### src/rtl/fetch_pkg.sv
// Shared types and constants for the IF stage.
// Holds the fetch FSM encoding and the PC step.
package fetch_pkg;

    typedef enum logic [1:0] {
        ST_RESET    = 2'd0,
        ST_RUN      = 2'd1,
        ST_STALL    = 2'd2,
        ST_REDIRECT = 2'd3
    } fetch_state_e;

    localparam logic [31:0] PC_INC   = 32'd4;
    localparam logic [31:0] NOP_WORD = 32'h0;

    function automatic logic [31:0] align_pc(input logic [31:0] a);
        return {a[31:2], 2'b00};
    endfunction

endpackage

### src/rtl/fetch_pc_if.sv
// Fetch-stage bundle: EX redirect, ID stall, imem data and IF/ID outputs.
// master is the fetch unit, slave is the surrounding pipeline.
interface fetch_pc_if;

    logic [31:0] EX_bpc;
    logic        EX_take;
    logic        ID_stall;
    logic [31:0] IM_data;
    logic [31:0] IF_pc;
    logic [31:0] ID_npc;
    logic [31:0] ID_instr;
    logic        ID_valid;
    logic        IF_flush;

    modport master (
        input  EX_bpc, EX_take, ID_stall, IM_data,
        output IF_pc, ID_npc, ID_instr, ID_valid, IF_flush
    );

    modport slave (
        output EX_bpc, EX_take, ID_stall, IM_data,
        input  IF_pc, ID_npc, ID_instr, ID_valid, IF_flush
    );

endinterface

### src/rtl/add_npc.sv
// Sequential-path incrementer: npc = pc + 4, modulo 2^32.
// Sibling of the EX branch-target adder that consumes ID_npc.
module add_npc
    import fetch_pkg::*;
(
    input  logic [31:0] pc,
    output logic [31:0] npc
);

    assign npc = pc + PC_INC;

endmodule

### src/rtl/fetch_pc.sv
// IF-stage PC register, IF/ID pipeline register and fetch FSM.
// Define FETCH_PC_DELAY_SLOT_EN to keep the ID instruction on a taken branch.
module fetch_pc
    import fetch_pkg::*;
#(
    parameter logic [31:0] RESET_VECTOR = 32'h0000_0000
) (
    input  logic      clk,
    input  logic      rst_n,
    fetch_pc_if.master bus
);

    fetch_state_e state_q, state_d;
    logic [31:0]  pc_q, pc_d;
    logic [31:0]  id_npc_q, id_npc_d;
    logic [31:0]  id_instr_q, id_instr_d;
    logic         id_valid_q, id_valid_d;
    logic [31:0]  npc;
    logic         live;
    logic         take;
    logic         stall;

    add_npc u_add_npc (
        .pc  (pc_q),
        .npc (npc)
    );

    // Nothing is fetched or redirected until the FSM leaves RESET.
    assign live  = (state_q != ST_RESET);
    assign take  = live & bus.EX_take;
    assign stall = live & bus.ID_stall;

    always_comb begin
        state_d = state_q;
        unique case (state_q)
            ST_RESET: state_d = ST_RUN;
            ST_RUN: begin
                if (take)       state_d = ST_REDIRECT;
                else if (stall) state_d = ST_STALL;
            end
            ST_STALL: begin
                if (take)       state_d = ST_REDIRECT;
                else if (!stall) state_d = ST_RUN;
            end
            ST_REDIRECT: begin
                if (take)       state_d = ST_REDIRECT;
                else if (stall) state_d = ST_STALL;
                else            state_d = ST_RUN;
            end
            default: state_d = ST_RESET;
        endcase
    end

    always_comb begin
        pc_d       = pc_q;
        id_npc_d   = id_npc_q;
        id_instr_d = id_instr_q;
        id_valid_d = id_valid_q;
        if (take) begin
            pc_d = align_pc(bus.EX_bpc);
        end else if (live && !stall) begin
            pc_d = npc;
        end
`ifdef FETCH_PC_DELAY_SLOT_EN
        if (live && !stall) begin
            id_npc_d   = npc;
            id_instr_d = bus.IM_data;
            id_valid_d = 1'b1;
        end
`else
        if (take) begin
            id_npc_d   = 32'h0;
            id_instr_d = NOP_WORD;
            id_valid_d = 1'b0;
        end else if (live && !stall) begin
            id_npc_d   = npc;
            id_instr_d = bus.IM_data;
            id_valid_d = 1'b1;
        end
`endif
    end

    always_ff @(posedge clk or negedge rst_n) begin
        if (!rst_n) begin
            state_q    <= ST_RESET;
            pc_q       <= RESET_VECTOR;
            id_npc_q   <= 32'h0;
            id_instr_q <= NOP_WORD;
            id_valid_q <= 1'b0;
        end else begin
            state_q    <= state_d;
            pc_q       <= pc_d;
            id_npc_q   <= id_npc_d;
            id_instr_q <= id_instr_d;
            id_valid_q <= id_valid_d;
        end
    end

    assign bus.IF_pc    = pc_q;
    assign bus.ID_npc   = id_npc_q;
    assign bus.ID_instr = id_instr_q;
    assign bus.ID_valid = id_valid_q;
    assign bus.IF_flush = take;

endmodule

### src/flat_wrapper.sv
// flat-port wrapper written by rule: the top's interface ports become plain ports
module fetch_pc_flat import fetch_pkg::*;
#(
    parameter logic [31:0] RESET_VECTOR = 32'h0000_0000
)
  (clk, rst_n, bus_EX_bpc, bus_EX_take, bus_ID_stall, bus_IM_data, bus_IF_pc, bus_ID_npc, bus_ID_instr, bus_ID_valid, bus_IF_flush);
  fetch_pc_if bus_i ();
  input  logic clk;
  input  logic rst_n;
  input wire logic [$bits(bus_i.EX_bpc)-1:0] bus_EX_bpc;
  input wire logic [$bits(bus_i.EX_take)-1:0] bus_EX_take;
  input wire logic [$bits(bus_i.ID_stall)-1:0] bus_ID_stall;
  input wire logic [$bits(bus_i.IM_data)-1:0] bus_IM_data;
  output wire logic [$bits(bus_i.IF_pc)-1:0] bus_IF_pc;
  output wire logic [$bits(bus_i.ID_npc)-1:0] bus_ID_npc;
  output wire logic [$bits(bus_i.ID_instr)-1:0] bus_ID_instr;
  output wire logic [$bits(bus_i.ID_valid)-1:0] bus_ID_valid;
  output wire logic [$bits(bus_i.IF_flush)-1:0] bus_IF_flush;
  assign bus_i.EX_bpc = bus_EX_bpc;
  assign bus_i.EX_take = bus_EX_take;
  assign bus_i.ID_stall = bus_ID_stall;
  assign bus_i.IM_data = bus_IM_data;
  assign bus_IF_pc = bus_i.IF_pc;
  assign bus_ID_npc = bus_i.ID_npc;
  assign bus_ID_instr = bus_i.ID_instr;
  assign bus_ID_valid = bus_i.ID_valid;
  assign bus_IF_flush = bus_i.IF_flush;
  fetch_pc #(.RESET_VECTOR(RESET_VECTOR)) u_core (.clk(clk), .rst_n(rst_n), .bus(bus_i));
endmodule
### config.mk
export PLATFORM = sky130hd
export DESIGN_NAME = fetch_pc_flat
export DESIGN_NICKNAME = d
export VERILOG_FILES = /design/src/rtl/fetch_pkg.sv /design/src/rtl/fetch_pc_if.sv /design/src/rtl/add_npc.sv /design/src/rtl/fetch_pc.sv /design/src/flat_wrapper.sv
export SDC_FILE = /design/constraint.sdc
export NUM_CORES = 1
export LEC_CHECK = 0
export ABC_AREA = 0
export CAP_MARGIN = 10
export CORE_UTILIZATION = 57
export CTS_CLUSTER_DIAMETER = 40
export DETAILED_ROUTE_END_ITERATION = 16
export DONT_BUFFER_PORTS = 1
export PLACE_DENSITY = 0.75
export SLEW_MARGIN = 25
export SYNTH_ARGS = -nofsm -noshare
export SYNTH_HDL_FRONTEND = slang
export SYNTH_SLANG_ARGS = --single-unit
### constraint.sdc
create_clock -name clk -period 1.8 [get_ports clk]
set_input_delay 0.36 -clock clk [delete_from_list [all_inputs] [get_ports clk]]
set_output_delay 0.36 -clock clk [all_outputs]
set_load 0.01 [all_outputs]
# Word-level counts from Yosys, hierarchy flattened
# Index checks and enable logic that the tools add are counted.
[word_totals] ff_bits=99 output_inout_bits=98
[op_classes] mux=14 bitwise_logic=2 reduce_logical=6 eq_ne=5 addsub=1
[op_table] op="$mux 32" n=5
[op_table] op="$add 32x3->32 const B" n=1
[op_table] op="$mux 2" n=6
[op_table] op="$pmux 2 s4" n=1
[op_table] op="$eq 2x2->1 const B" n=2
[op_table] op="$reduce_bool 2->1" n=2
[op_table] op="$ne 3x2->1 const B" n=1
[op_table] op="$ne 3x3->1 const B" n=1
[op_table] op="$and 1x1->1" n=2
[op_table] op="$eq 2x1->1 const B" n=1
[op_table] op="$logic_not 2->1" n=1
[op_table] op="$mux 1" n=2
[op_table] op="$reduce_and 2->1" n=1
[op_table] op="$logic_and 1x1->1" n=1
[op_table] op="$logic_not 1->1" n=1

# Longest topological paths before layout
[depth] ltp_word=6 depth_mapped=7 mapped_depth_nobuf=6

# Cells and area by module
# From an unflattened synthesis, not the netlist that was laid out.
[hier_totals] hier_cells=340 hier_area_um2=4295.4
[by_module_without_submodules] module="fetch_pc" cells_per_inst=257 instances=1 area_per_inst_um2=3714.8
[by_module_without_submodules] module="add_npc" cells_per_inst=83 instances=1 area_per_inst_um2=580.6

# Worst setup path before layout
# No wires, ideal clock.
[synth_timing] path_type="register to register" from="register u_core.pc_q[2] (netlist: u_core.bus.IF_pc[2])" to="register u_core.id_npc_q[24] (netlist: u_core.bus.ID_npc[24])" path_buffers=1 stages_incl_launch_ff=7 slack_ps=-325 synth_period_minus_slack_ps=2125 required_ps=1676 arrival_time_ps=2001 setup_time_ps=124 path_cell_list="dfrtp_1 > ha_1 > nand4_2 > or4_1 > buf_2 > o211a_1 > a211o_1"
[synth_via] elab_chain_cells=3
[synth_lines] element="start: declaration" line="fetch_pc.sv:14" rtl="logic [31:0] pc_q, pc_d;"
[synth_lines] element="start signal: assignment" line="fetch_pc.sv:92" rtl="pc_q <= pc_d;"
[synth_lines] element="$add 32x3->32" line="add_npc.sv:10" rtl="assign npc = pc + PC_INC;"
[synth_lines] element="$mux 32" line="fetch_pc.sv:75" rtl="end else if (live && !stall) begin"
[synth_lines] element="$mux 32" line="fetch_pc.sv:71" rtl="if (take) begin"
[synth_lines] element="end signal: assignment" line="fetch_pc.sv:93" rtl="id_npc_q <= id_npc_d;"
[synth_lines] element="end: declaration" line="fetch_pc.sv:15" rtl="logic [31:0] id_npc_q, id_npc_d;"
# Every way passes these cells. The select of a mux whose other input is x is not followed.
# A chain may end at the register's enable or synchronous reset.

# Worst setup path after layout
[layout_timing] from="register u_core.pc_q[3] (netlist: u_core.bus.IF_pc[3])" to="register u_core.id_npc_q[24] (netlist: u_core.bus.ID_npc[24])"
# Same word-level chain as after synthesis.

==> run metrics <==
Chip Height=89.2 um; final cell utilization of the core=0.699; final setup violating endpoints=2; I/O Pins=166; area of the die=0.00795 mm^2; initial standard-cell utilization of the core=0.594; classification of the worst-slack hold path=primary input to async pin; outcome=finished with violations; Hold Vio Cnt, Final=95; power per cell area=953 mW/mm^2; number of enable-type register cells in the synthesized netlist=0; Clock transition at path regs=0.10 ns; cell types occupying the most area after synthesis=sky130_fd_sc_hd__dfrtp_1, sky130_fd_sc_hd__a22o_1, sky130_fd_sc_hd__nand2_1; number of standard cells after synthesis=419; xor and xnor area share after synthesis=0.0505; worst clock skew=0.00645 ns; met3 wirelength from detailed routing=791 um; Worst-Margin Slew=0.498 ns; proportion of synthesized chip area in sequential cells=0.549; die width=89.2 um; Required @ worst endpoint=2.05 ns; area growth from synthesis to layout=17.7%; final worst-path cycle share=1.01; net switching power figure=1580 uW; clock tree buffer depth=2; count of final max-slew check failures=0; combinational family with the most area after synthesis=compound AO/OA/AOI/OAI gates; violated checks=hold timing, setup timing; net switching share of the total power=0.325; smallest setup slack after layout=-0.0217 ns; final standard cell count with taps included and fillers excluded=561; antenna violations before repair=0; global-route usage over all layers=0.272; sequential fraction of design power=0.538; category of the worst setup path capture point=flip-flop; critical path depth in cells=5; ordered list of cells on the worst path=ha_4 -> nand4_4 -> or4_4 -> o211a_1 -> a211o_1; Layout Nets=526; critical path fanouts, max=6; Antenna Nets Post-Route=0; DRC viols=0; path depth of the worst reg2reg path=5; Mapped Avg Cell Area=10.3 um^2; routed length on met1=4520 um; min Tclk post-route=1.82 ns; unrepaired setup endpoints after global routing=yes; Cell variety after synth=51; share of the synthesized area in compound gates (AO/OA/AOI/OAI)=0.201; first-pass detailed-route iteration total=5; synthesis-stage register bit count=95; highest signal layer in the routed design=met4; adder-cell share of the synthesized area=0.00289; # clock sinks=95; number of cell rows=31; pre-CTS setup slack=-0.0883 ns; sum of met2 wire segment lengths after detailed routing=5570 um; wirelength, routed=11100 um; drt via density=6.22; area of the mapped netlist=0.00433 mm^2; sum of overflow across all layers after global routing=0; H-tree levels=3; DP Wirelength=7460 um; TNS Setup=-0.0265 ns; fraction of final layout cells sized beyond drive strength 1=0.229; clock buffers created by TritonCTS=9; area share of the largest cell type after synthesis=0.549; Arrival @ worst endpoint=2.07 ns; kind of cell adding the most delay to the critical path=simple AND/OR/NAND/NOR gates; Simple-Gate Fraction of Synth Area=0.153; DR vias=3491; portion of netlist area occupied by mux cells=0.00260; maximum number of pins on one net before global-route repair=96; final weighted congestion in routability-driven placement=0.789; insertion delay to the later sink of the worst-skew pair=0.36 ns; Post-synth ARST share=1.00; first-pass GRT wire length=16200 um; final antenna diode count=0; number of warning messages in the yosys log=0; DRC marker count from the first detailed-route iteration=240; CTS tree=built; Hold WS=-0.324 ns; worst-case vdd ir drop=0.462 mV; internal portion of total power=3280 uW; most used flip-flop cell after synthesis=sky130_fd_sc_hd__dfrtp_1; Port Buf Inserts=0; number of placed cells counting well taps=538; Core ar.=0.00729 mm^2; clock root cell=sky130_fd_sc_hd__clkbuf_8; critical path start-end classification=flip-flop to flip-flop; max capacitance violation total=0; Worst slew margin=0.665; kind of start point of the critical path=flip-flop; highest-delay cell along the critical path=sky130_fd_sc_hd__or4_4; proportion of power drawn by the clock network=0.280; Static Leak=0.00228 uW; via count of the first global-routing pass=3353; cell type with the largest total area after synthesis=sky130_fd_sc_hd__dfrtp_1; Fmax achieved=0.549 GHz; part of the power in combinational logic=0.182; worst stage delay on the critical path=0.59 ns; Routed WL per cell=19.7 um; sum of buffers and inverters on the critical path=0
[worst reg2reg max path, stage by stage, from the launching register on]
cell                      delay [ns]
sky130_fd_sc_hd__dfrtp_2        0.41
sky130_fd_sc_hd__ha_4           0.16
sky130_fd_sc_hd__nand4_4        0.11
sky130_fd_sc_hd__or4_4          0.60
sky130_fd_sc_hd__o211a_1        0.23
sky130_fd_sc_hd__a211o_1        0.22
[cell usage after synthesis (2+ instances only)]
library cell	count
sky130_fd_sc_hd__dfrtp_1	95
sky130_fd_sc_hd__nand2_1	62
sky130_fd_sc_hd__o21ai_0	43
sky130_fd_sc_hd__a22o_1	32
sky130_fd_sc_hd__clkbuf_1	22
sky130_fd_sc_hd__nand3_1	13
sky130_fd_sc_hd__nor2_1	13
sky130_fd_sc_hd__xor2_1	13
sky130_fd_sc_hd__a22oi_1	12
sky130_fd_sc_hd__xnor2_1	12
sky130_fd_sc_hd__nand4_1	10
sky130_fd_sc_hd__nor4_1	8
sky130_fd_sc_hd__a21oi_1	7
sky130_fd_sc_hd__nor3_1	7
sky130_fd_sc_hd__o311ai_0	7
sky130_fd_sc_hd__inv_1	6
sky130_fd_sc_hd__a21o_1	5
sky130_fd_sc_hd__buf_2	5
sky130_fd_sc_hd__a221o_1	4
sky130_fd_sc_hd__buf_4	4
sky130_fd_sc_hd__a31oi_1	3
sky130_fd_sc_hd__buf_1	3
sky130_fd_sc_hd__a211o_1	2
sky130_fd_sc_hd__nor3b_1	2
sky130_fd_sc_hd__o211a_1	2
sky130_fd_sc_hd__o21ai_1	2
[flip-flops by register name (all words and copies together), names as in the netlist]
| name | cells |
|---|---|
| u_core.bus.ID_instr | 32 |
| u_core.bus.ID_npc | 30 |
| u_core.bus.IF_pc | 30 |
| u_core.state_q | 2 |
| u_core.bus.ID_valid | 1 |
[power groups by stage]
stage               clock network (uW)  registers (uW)  logic (uW)
floorplan                            0            2670         487
global placement                     0            2650         806
detailed placement                   0            2650         831
CTS                               1380            2620         844
global route                      1470            2650         968
finish                            1360            2610         883
[cell families after synthesis]
kind of cell             after synthesis
AO/OA/AOI/OAI                        124
XOR/XNOR                              25
adder cells (fa/ha/maj)                1
buffers and inverters                 41
flip-flops                            95
multiplexers                           1
other                                  1
AND/OR/NAND/NOR                      131
[what timing repair did]
action	CTS	global route
buffers inserted	2	5
pin swaps	3	4
gates resized for setup	9	20
gates cloned	0	0
setup endpoints to repair	18	33
hold endpoints to repair	95	95
[stage by stage]
| step | power [uW] | instance area [um^2] |
|---|---|---|
| final | 4860 | 5100 |
| after global routing | 5080 | 5100 |
| after global placement | 3450 | 4760 |
| after detailed placement | 3480 | 4760 |
| after CTS | 4840 | 5000 |
| after floorplan | 3160 | 4380 |
[cell usage in the layout, fill, tap and decap left out, types with 5 or more instances in the layout]
cell type                   n
sky130_fd_sc_hd__a21o_1     5
sky130_fd_sc_hd__a21oi_1    7
sky130_fd_sc_hd__a22o_1    32
sky130_fd_sc_hd__a22oi_1   12
sky130_fd_sc_hd__buf_4     53
sky130_fd_sc_hd__clkbuf_8   9
sky130_fd_sc_hd__dfrtp_1   90
sky130_fd_sc_hd__dfrtp_2    5
sky130_fd_sc_hd__inv_1      5
sky130_fd_sc_hd__nand2_1   62
sky130_fd_sc_hd__nand3_1   12
sky130_fd_sc_hd__nand4_1   10
sky130_fd_sc_hd__nor2_1    10
sky130_fd_sc_hd__nor3_1     6
sky130_fd_sc_hd__nor4_2     5
sky130_fd_sc_hd__o21ai_0   40
sky130_fd_sc_hd__o311ai_0   5
sky130_fd_sc_hd__xnor2_1   12
sky130_fd_sc_hd__xor2_1    13
[layout make-up]
class                   instances  area [um^2]
multi-input cells             286         1900
fillers                       562         2190
clock buffers                   9          124
flip-flops and latches         95         2380
inverters                       6         22.5
repair buffers                 59          483
well taps                      99          124
clock inverters                 7         61.3
[per-layer routing]
layer  GRT usage  up-vias
met5           0        -
met4       0.118        0
met3      0.0609       15
met2       0.438      142
met1       0.356     1746
li1            -     1588
[final timing paths]
path                       slack [ns]                      end                   from
max in group asynchronous        2.01     u_core.bus.IF_pc[23]                  rst_n
min reg2reg                      0.56    u_core.bus.ID_npc[30]  u_core.bus.ID_npc[30]
max                             -0.02    u_core.bus.ID_npc[24]    u_core.bus.IF_pc[3]
max reg2reg                     -0.02    u_core.bus.ID_npc[24]    u_core.bus.IF_pc[3]
min in group clk                 0.12  u_core.bus.ID_instr[10]        bus_IM_data[10]
min                             -0.32     u_core.bus.ID_npc[8]                  rst_n
No activity file was read; power rests on OpenSTA's default activity.
